`src/rtl/mux_nto1_pipe_pkg.sv`:
```
// mux_pkg: shared constants and helpers for the pipelined N-to-1 mux.
// Holds the mode encodings, a constant clog2 used to size the select,
// and the channel-slice helper that locates channel i in the flattened data bus.
package mux_pkg;

  localparam logic MODE_FIXED = 1'b0;
  localparam logic MODE_RR    = 1'b1;

  // Constant-evaluable ceil(log2(n)); n is expected to be a power of two >= 2.
  function automatic int clog2(input int n);
    int r;
    r = 0;
    while ((1 << r) < n) r++;
    return r;
  endfunction

  // LSB position of channel ch inside a flattened {ch[N-1], ..., ch[0]} bus.
  function automatic int ch_lsb(input int ch, input int width);
    return ch * width;
  endfunction

endpackage

```
`src/rtl/mux_nto1_pipe_stage.sv`:
```
// mux2_stage_reg: registered 2:1 mux stage of the select tree.
// Ports: clk, reset (sync, active-high), sel (1 picks b), a_/b_ data+valid,
//        y_data/y_valid (registered pick), y_tag (registered sel, one channel-index bit).
module mux2_stage_reg #(
  parameter int DATA_W = 4
) (
  input  logic              clk,
  input  logic              reset,
  input  logic              sel,
  input  logic [DATA_W-1:0] a_data,
  input  logic              a_valid,
  input  logic [DATA_W-1:0] b_data,
  input  logic              b_valid,
  output logic [DATA_W-1:0] y_data,
  output logic              y_valid,
  output logic              y_tag
);

  always_ff @(posedge clk) begin
    if (reset) begin
      y_data  <= '0;
      y_valid <= 1'b0;
      y_tag   <= 1'b0;
    end else begin
      y_data  <= sel ? b_data  : a_data;
      y_valid <= sel ? b_valid : a_valid;
      y_tag   <= sel;
    end
  end

endmodule

```
`src/rtl/mux_nto1_pipe.sv`:
```
// mux_nto1_pipe: pipelined N-to-1 mux with fixed-select or round-robin choice.
// Ports: clk, reset (sync, active-high), mode, selector, valid_in, data_in (flattened)
//        -> data_out, valid_out, ch_out, all registered, log2(N_CH) cycles after sampling.
module mux_nto1_pipe
  import mux_pkg::*;
#(
  parameter  int DATA_W = 4,
  parameter  int N_CH   = 4,
  localparam int SEL_W  = clog2(N_CH)
) (
  input  logic                   clk,
  input  logic                   reset,
  input  logic                   mode,
  input  logic [SEL_W-1:0]       selector,
  input  logic [N_CH-1:0]        valid_in,
  input  logic [N_CH*DATA_W-1:0] data_in,
  output logic [DATA_W-1:0]      data_out,
  output logic                   valid_out,
  output logic [SEL_W-1:0]       ch_out
);

  logic [SEL_W-1:0] rr_ptr;
  logic [SEL_W-1:0] rr_off;
  logic [SEL_W-1:0] rr_pick;
  logic [SEL_W-1:0] chosen;
  logic [N_CH-1:0]  rot_valid;
  logic             any_valid;

  // Round-robin chooser: rotate valids so rr_ptr lands at bit 0, take the
  // lowest set bit, then rotate the offset back. With nothing valid the
  // offset stays 0, so the pick falls on rr_ptr itself.
  always_comb begin
    rot_valid = '0;
    rr_off    = '0;
    for (int i = 0; i < N_CH; i++) begin
      rot_valid[i] = valid_in[SEL_W'(rr_ptr + SEL_W'(i))];
    end
    // Scan high to low so the lowest set bit is the last one written.
    for (int i = N_CH - 1; i >= 0; i--) begin
      if (rot_valid[i]) rr_off = SEL_W'(i);
    end
    any_valid = |valid_in;
    rr_pick   = rr_ptr + rr_off;
    chosen    = (mode == MODE_FIXED) ? selector : rr_pick;
  end

  // Pointer advances past the granted channel only when something was valid;
  // the power-of-two channel count makes the SEL_W-bit add wrap naturally.
  always_ff @(posedge clk) begin
    if (reset) begin
      rr_ptr <= '0;
    end else if (mode == MODE_RR && any_valid) begin
      rr_ptr <= rr_pick + SEL_W'(1);
    end
  end

  // Binary select tree. Level k consumes bit k of the choice, delayed k cycles
  // so it lines up with the data that entered alongside it. Each level appends
  // its select bit above the carried word, so the final word is {ch, data}.
  for (genvar k = 0; k < SEL_W; k++) begin : lvl
    localparam int W  = DATA_W + k;
    localparam int NI = N_CH >> k;
    localparam int NO = NI / 2;

    logic [NI-1:0][W-1:0] in_w;
    logic [NI-1:0]        in_v;
    logic [NO-1:0][W:0]   out_w;
    logic [NO-1:0]        out_v;
    logic                 sel;

    if (k == 0) begin : g_src
      for (genvar i = 0; i < NI; i++) begin : g_ch
        assign in_w[i] = data_in[ch_lsb(i, DATA_W) +: DATA_W];
      end
      assign in_v = valid_in;
      assign sel  = chosen[0];
    end else begin : g_src
      logic [k-1:0] sel_sr;

      always_ff @(posedge clk) begin
        if (reset) begin
          sel_sr <= '0;
        end else begin
          sel_sr[0] <= chosen[k];
          for (int i = 1; i < k; i++) begin
            sel_sr[i] <= sel_sr[i-1];
          end
        end
      end

      assign in_w = lvl[k-1].out_w;
      assign in_v = lvl[k-1].out_v;
      assign sel  = sel_sr[k-1];
    end

    for (genvar j = 0; j < NO; j++) begin : g_mux
      logic [W-1:0] y_data;
      logic         y_tag;

      mux2_stage_reg #(.DATA_W(W)) u_stage (
        .clk     (clk),
        .reset   (reset),
        .sel     (sel),
        .a_data  (in_w[2*j]),
        .a_valid (in_v[2*j]),
        .b_data  (in_w[2*j+1]),
        .b_valid (in_v[2*j+1]),
        .y_data  (y_data),
        .y_valid (out_v[j]),
        .y_tag   (y_tag)
      );

      assign out_w[j] = {y_tag, y_data};
    end
  end

  assign data_out  = lvl[SEL_W-1].out_w[0][DATA_W-1:0];
  assign ch_out    = lvl[SEL_W-1].out_w[0][DATA_W +: SEL_W];
  assign valid_out = lvl[SEL_W-1].out_v[0];

endmodule

```
`config.mk`:
```
export PLATFORM = sky130hd
export DESIGN_NAME = mux_nto1_pipe
export DESIGN_NICKNAME = d
export VERILOG_FILES = /design/src/rtl/mux_nto1_pipe_pkg.sv /design/src/rtl/mux_nto1_pipe_stage.sv /design/src/rtl/mux_nto1_pipe.sv
export SDC_FILE = /design/constraint.sdc
export NUM_CORES = 1
export LEC_CHECK = 0
export ABC_CLOCK_PERIOD_IN_PS = 3750
export CAP_MARGIN = 30
export CORE_UTILIZATION = 44
export CTS_CLUSTER_DIAMETER = 60
export DETAILED_ROUTE_END_ITERATION = 10
export PLACE_DENSITY = 0.73
export SYNTH_ARGS = -nofsm -noshare
export SYNTH_HDL_FRONTEND = slang
export SYNTH_SLANG_ARGS = --single-unit
```
`constraint.sdc`:
```
create_clock -name clk -period 3.75 [get_ports clk]
set_input_delay 0.75 -clock clk [delete_from_list [all_inputs] [get_ports clk]]
set_output_delay 0.75 -clock clk [all_outputs]
set_load 0.01 [all_outputs]
```
== After elaboration in Yosys (flattened, before gate mapping) ==
Index checks and enable logic that the tools add are counted.

* Input port bits: 25
* Word-level logic and storage cells: 40
* Bits in registers: 21

* $add $sub $neg: 5
* Muxes and demuxes: 19
* Reduce and logical (&&, ||, !) cells: 2
* $lt $le $gt $ge: 4

{| class="wikitable"
|+ Operator list
! kind !! count
|-
| $lt A2 B3 Y1 const B || 4
|-
| $mux W4 || 3
|-
| $mux W2 || 5
|-
| $bmux W1 S2 || 4
|-
| $mux W1 || 7
|-
| $add A2 B1 Y2 const B || 2
|-
| $add A2 B2 Y2 const B || 2
|-
| $reduce_or A4 Y1 || 1
|-
| $add A2 B2 Y2 || 1
|-
| $logic_and A1 B1 Y1 || 1
|}

== Logic depth before layout (Yosys ltp) ==
* Word-level depth: 10
* Depth in mapped cells: 11
* Depth with buffers taken out: 10

== Modules after synthesis ==
A second synthesis with hierarchy kept.

* Cells, all modules: 107
* Area, all modules: 1017.2 µm²

{| class="wikitable"
|+ By module, submodules not included
! module !! cells each !! area each (µm²) !! seq. area each (µm²) !! instances
|-
| mux2_stage_reg (lvl[0].g_mux[0].u_stage ...) || 18 || 206.4 || 120.1 || 2
|-
| mux_nto1_pipe || 50 || 364.1 || 60.1 || 1
|-
| mux2_stage_reg (lvl[1].g_mux[0].u_stage) || 21 || 240.2 || 140.1 || 1
|}

== Worst setup path after synthesis ==
Ideal clock, no wire load.

* Kind: input port to flip-flop
* Start: input valid_in[2]
* End: register rr_ptr[1]
* Arrival: 2.684 ns
* Stages: 8
* Path slack: 0.943 ns
* Setup time: 0.123 ns
* Path buffers: 1
* Cell sequence: buf_2 -> or4_1 -> nand3_1 -> ha_1 -> xor2_1 -> or3b_1 -> a21oi_2 -> mux2_1

* Word-level cells in the longest chain between the ends: 8
* Elaborated cells between the ends (all ways): 16

{| class="wikitable"
|+ RTL lines
! item !! line !! source
|-
| start: declaration || mux_nto1_pipe.sv:15 || <nowiki>input logic [N_CH-1:0] valid_in,</nowiki>
|-
| $bmux W1 S2 || mux_nto1_pipe.sv:36 || <nowiki>rot_valid[i] = valid_in[SEL_W'(rr_ptr + SEL_W'(i))];</nowiki>
|-
| $mux W1 (implied by the code) || mux_nto1_pipe.sv:36 ||
|-
| $mux W2 (4 in a row) || mux_nto1_pipe.sv:40 || <nowiki>if (rot_valid[i]) rr_off = SEL_W'(i);</nowiki>
|-
| $add A2 B2 Y2 || mux_nto1_pipe.sv:43 || <nowiki>rr_pick = rr_ptr + rr_off;</nowiki>
|-
| $add A2 B1 Y2 || mux_nto1_pipe.sv:53 || <nowiki>rr_ptr <= rr_pick + SEL_W'(1);</nowiki>
|-
| end signal: assignment || mux_nto1_pipe.sv:53 ||
|-
| end: declaration || mux_nto1_pipe.sv:22 || <nowiki>logic [SEL_W-1:0] rr_ptr;</nowiki>
|}

Parallel ways exist; a longest one is shown, timed or not. The select of a mux whose other input is x is not followed.
A chain may end at the register's enable or synchronous reset.

== Worst setup path after layout ==
* Start: input valid_in[0]
* End: register rr_ptr[1]

Same word-level chain as after synthesis.

==> flow_metrics.tcl <==
set metrics [dict create \
    cap_violations 0 \
    fin_skew_ns 0.00386 \
    rsz0062_at_grt "false" \
    status "finished, final reports clean" \
    postCtsResizedCells 0 \
    yosysTopAreaCell "dfxtp_1" \
    setup_viol 0 \
    io_buffers 31 \
    place.gp.congestion 0.801 \
    clock-root-buffer "clkbuf_4" \
    peakVddDrop_v 0.000365 \
    core_mm2 0.00202 \
    timing.rr.start "rr_ptr[0]$_SDFFE_PP0P_" \
    synthTopCellsByArea "dfxtp_1 (44%), nand2_1 (8.9%), nor2_1 (7.0%), mux2i_1 (6.2%), a21oi_1 (5.7%)" \
    ctsHoldBuffers 0 \
    core.rowCount 16 \
    start_util_pct 47.8 \
    areaGrowthSynthToFinish_pct 32.9 \
    routed_wl_um 1920 \
    synth_seq_area_share_pct 43.5 \
    yosysWarnings 0 \
    die_w_um 48.9 \
    design.portCount 32 \
    clk_latency_ns 0.29 \
    hold_class "reg -> reg" \
    drt_first_pass_iters 4 \
    finalHoldViolations 0 \
    netlist_area_um2 966 \
    synth_cell_type_count 31 \
    fin_util_pct 63.5 \
    syn_nets 143 \
    viasPerCell 5.05 \
    fmax_mhz 320 \
    slew_headroom_pct 48.8 \
    cts.sinks 21 \
    syn_avg_cell_area_um2 8.26 \
    cts_buffers 3 \
    dp_hpwl_um 1360 \
    num_vias 858 \
    whs_path_depth 1 \
    path_clk_slew_ns 0.12 \
    fin_nets 170 \
    synth_top_area_share_pct 43.5 \
    grt_overflow_total 0 \
    crit_required_ns 3.94 \
    wl_per_cell_um 11.3 \
    path_max_fanout 9 \
    p_leak_nw 0.522 \
    r2r-end "rr_ptr[1]$_SDFFE_PP0P_" \
    n_antenna_cell 0 \
    fin_crit_sh_pct 83.3 \
    setup_tns_ns 0 \
    drtAntennaViolNets 0 \
    ff2ff_setup_slack_ns 1.19 \
    drt_iter0_drc 9 \
    ctsLongestPathBuffers 2 \
    instances_no_fill 170 \
    ctsHtreeMaxLevel 1 \
    end_kind "flop" \
    dieArea_mm2 0.00239 \
    path_class "in -> reg" \
    synth-seq-cells 21 \
    grt_max_degree 23 \
    max_slew.worst_pin.slew_ns 0.766 \
    placed_cells 166 \
    powerDensity_mw_per_mm2 551 \
    layout-drive-gt1-share_pct 4.90 \
    post_cts_buffers 0 \
    die_y_um 48.9 \
    maxSlewViolCount 0 \
    whs_endpoint "lvl[1].g_mux[0].u_stage.y_data[4]$_SDFF_PP0_" \
    layout_min_cycle_time_ns 3.12 \
    r2r_cells 10 \
    grt_pass1_vias 766 \
    post-route-drc-count 0 \
    grt_first_pass_wirelength_um 3330 \
    cp-start-kind "input pin" \
    arrival_ns 3.32 \
    cts_tree "built" \
    hold_start "lvl[0].g_mux[1].u_stage.y_tag$_SDFF_PP0_" \
    synthCells 117 \
    antenna_found_initial 0 \
    track_usage_pct 17.7 \
]
kinds of logic (layout without fill, tap and decap cells):
logic type      after synthesis  in the layout  synth area share, %
compound gates               20             20                 12.7
xor+xnor                      3              3                 2.72
fa+ha+maj                     1              1                 1.30
buf+inv                      10             36                 6.35
flops                        21             21                 43.5
mux                           8              8                 8.55
simple gates                 54             54                 24.9
registers in the layout, indices dropped and copies added (netlist names):
register and flops:
rr_ptr 2, lvl.g_src.sel_sr 1, lvl.g_mux.u_stage.y_tag 2, lvl.g_mux.u_stage.y_data 13
lvl.g_mux.u_stage.y_valid 3
per-layer routing:
metal / part of all wire (%) / routed length (µm) / vias to the layer above / global-route usage, %
met2: 48 / 919 / 23 / 30.3
li1: - / - / 439 / -
met4: 0.52 / 10 / 0 / 4.41
met1: 47 / 903 / 394 / 23.1
met3: 4.5 / 87 / 2 / 3.12
met5: 0 / 0 / - / 0
area by class of cell:
class | instances | area (µm²)
sequential | 21 | 420
tap | 27 | 33.8
timing repair buffer | 32 | 318
multi-input combinational | 86 | 484
clock inverter | 1 | 5.00
clock buffer | 3 | 22.5
fill | 179 | 738
per-stage QoR:
| step | instance area, µm² | hold WS, ns | power [W] | worst slack [ns] |
|---|---|---|---|---|
| after floorplan | 966 | 0.414 | 0.000526 | 0.943 |
| after global placement | 1260 | 0.434 | 0.000598 | 0.416 |
| after detailed placement | 1260 | 0.447 | 0.000607 | 0.334 |
| after CTS | 1280 | 0.464 | 0.000716 | 0.635 |
| after global routing | 1280 | 0.485 | 0.000765 | 0.526 |
| final | 1280 | 0.460 | 0.000708 | 0.627 |
cells in the mapped netlist:
library cell,instances
a211oi_1,1
nor2_1,18
a21oi_2,1
clkbuf_8,1
o21ai_0,2
dfxtp_1,21
ha_1,1
or4_1,1
nor4b_1,2
buf_4,3
clkbuf_1,3
or3b_1,1
nand2b_1,1
xor2_1,1
o211ai_1,1
nor3_1,2
o21bai_1,1
buf_2,2
o41ai_1,1
a21oi_1,11
mux2_2,1
o21ba_1,1
nand3_1,2
mux2_1,1
buf_1,1
nand3b_1,1
a21o_1,1
xnor2_1,2
nand2_1,23
nor2b_1,3
mux2i_1,6
placed cells by master, fill, tap and decap left out, types with 2 or more instances in the layout:
master / synthesis / layout
clkdlybuf4s50_1: 0 / 31
nand2_1: 23 / 23
dfxtp_1: 21 / 21
nor2_1: 18 / 18
a21oi_1: 11 / 11
mux2i_1: 6 / 6
nor2b_1: 3 / 3
clkbuf_4: 0 / 3
o21ai_0: 2 / 2
nand3_1: 2 / 2
nor3_1: 2 / 2
nor4b_1: 2 / 2
xnor2_1: 2 / 2
critical path: stages:
cell,delay (ns)
clkdlybuf4s50_1,0.64
nor2_1,0.10
nand2_1,0.07
o21ai_0,0.09
o21ai_0,0.18
nand3_1,0.10
ha_1,0.35
xor2_1,0.17
or3b_1,0.39
a21oi_2,0.14
mux2_1,0.32
worst max path at each step:
stage / start / end
3_3_place_gp: valid_in[0] / rr_ptr[1]$_SDFFE_PP0P_
3_5_place_dp: valid_in[1] / rr_ptr[1]$_SDFFE_PP0P_
2_1_floorplan: valid_in[2] / rr_ptr[1]$_SDFFE_PP0P_
4_1_cts: valid_in[0] / rr_ptr[1]$_SDFFE_PP0P_
5_1_grt: valid_in[0] / rr_ptr[1]$_SDFFE_PP0P_
6_report: valid_in[0] / rr_ptr[1]$_SDFFE_PP0P_
report_power, final:
part / internal [W] / switching (W)
logic: 0.000153 / 0.000138
clock network: 0.0000396 / 0.0000666
registers: 0.000274 / 0.0000360
Note: power is estimated with default switching activity, not from simulation.
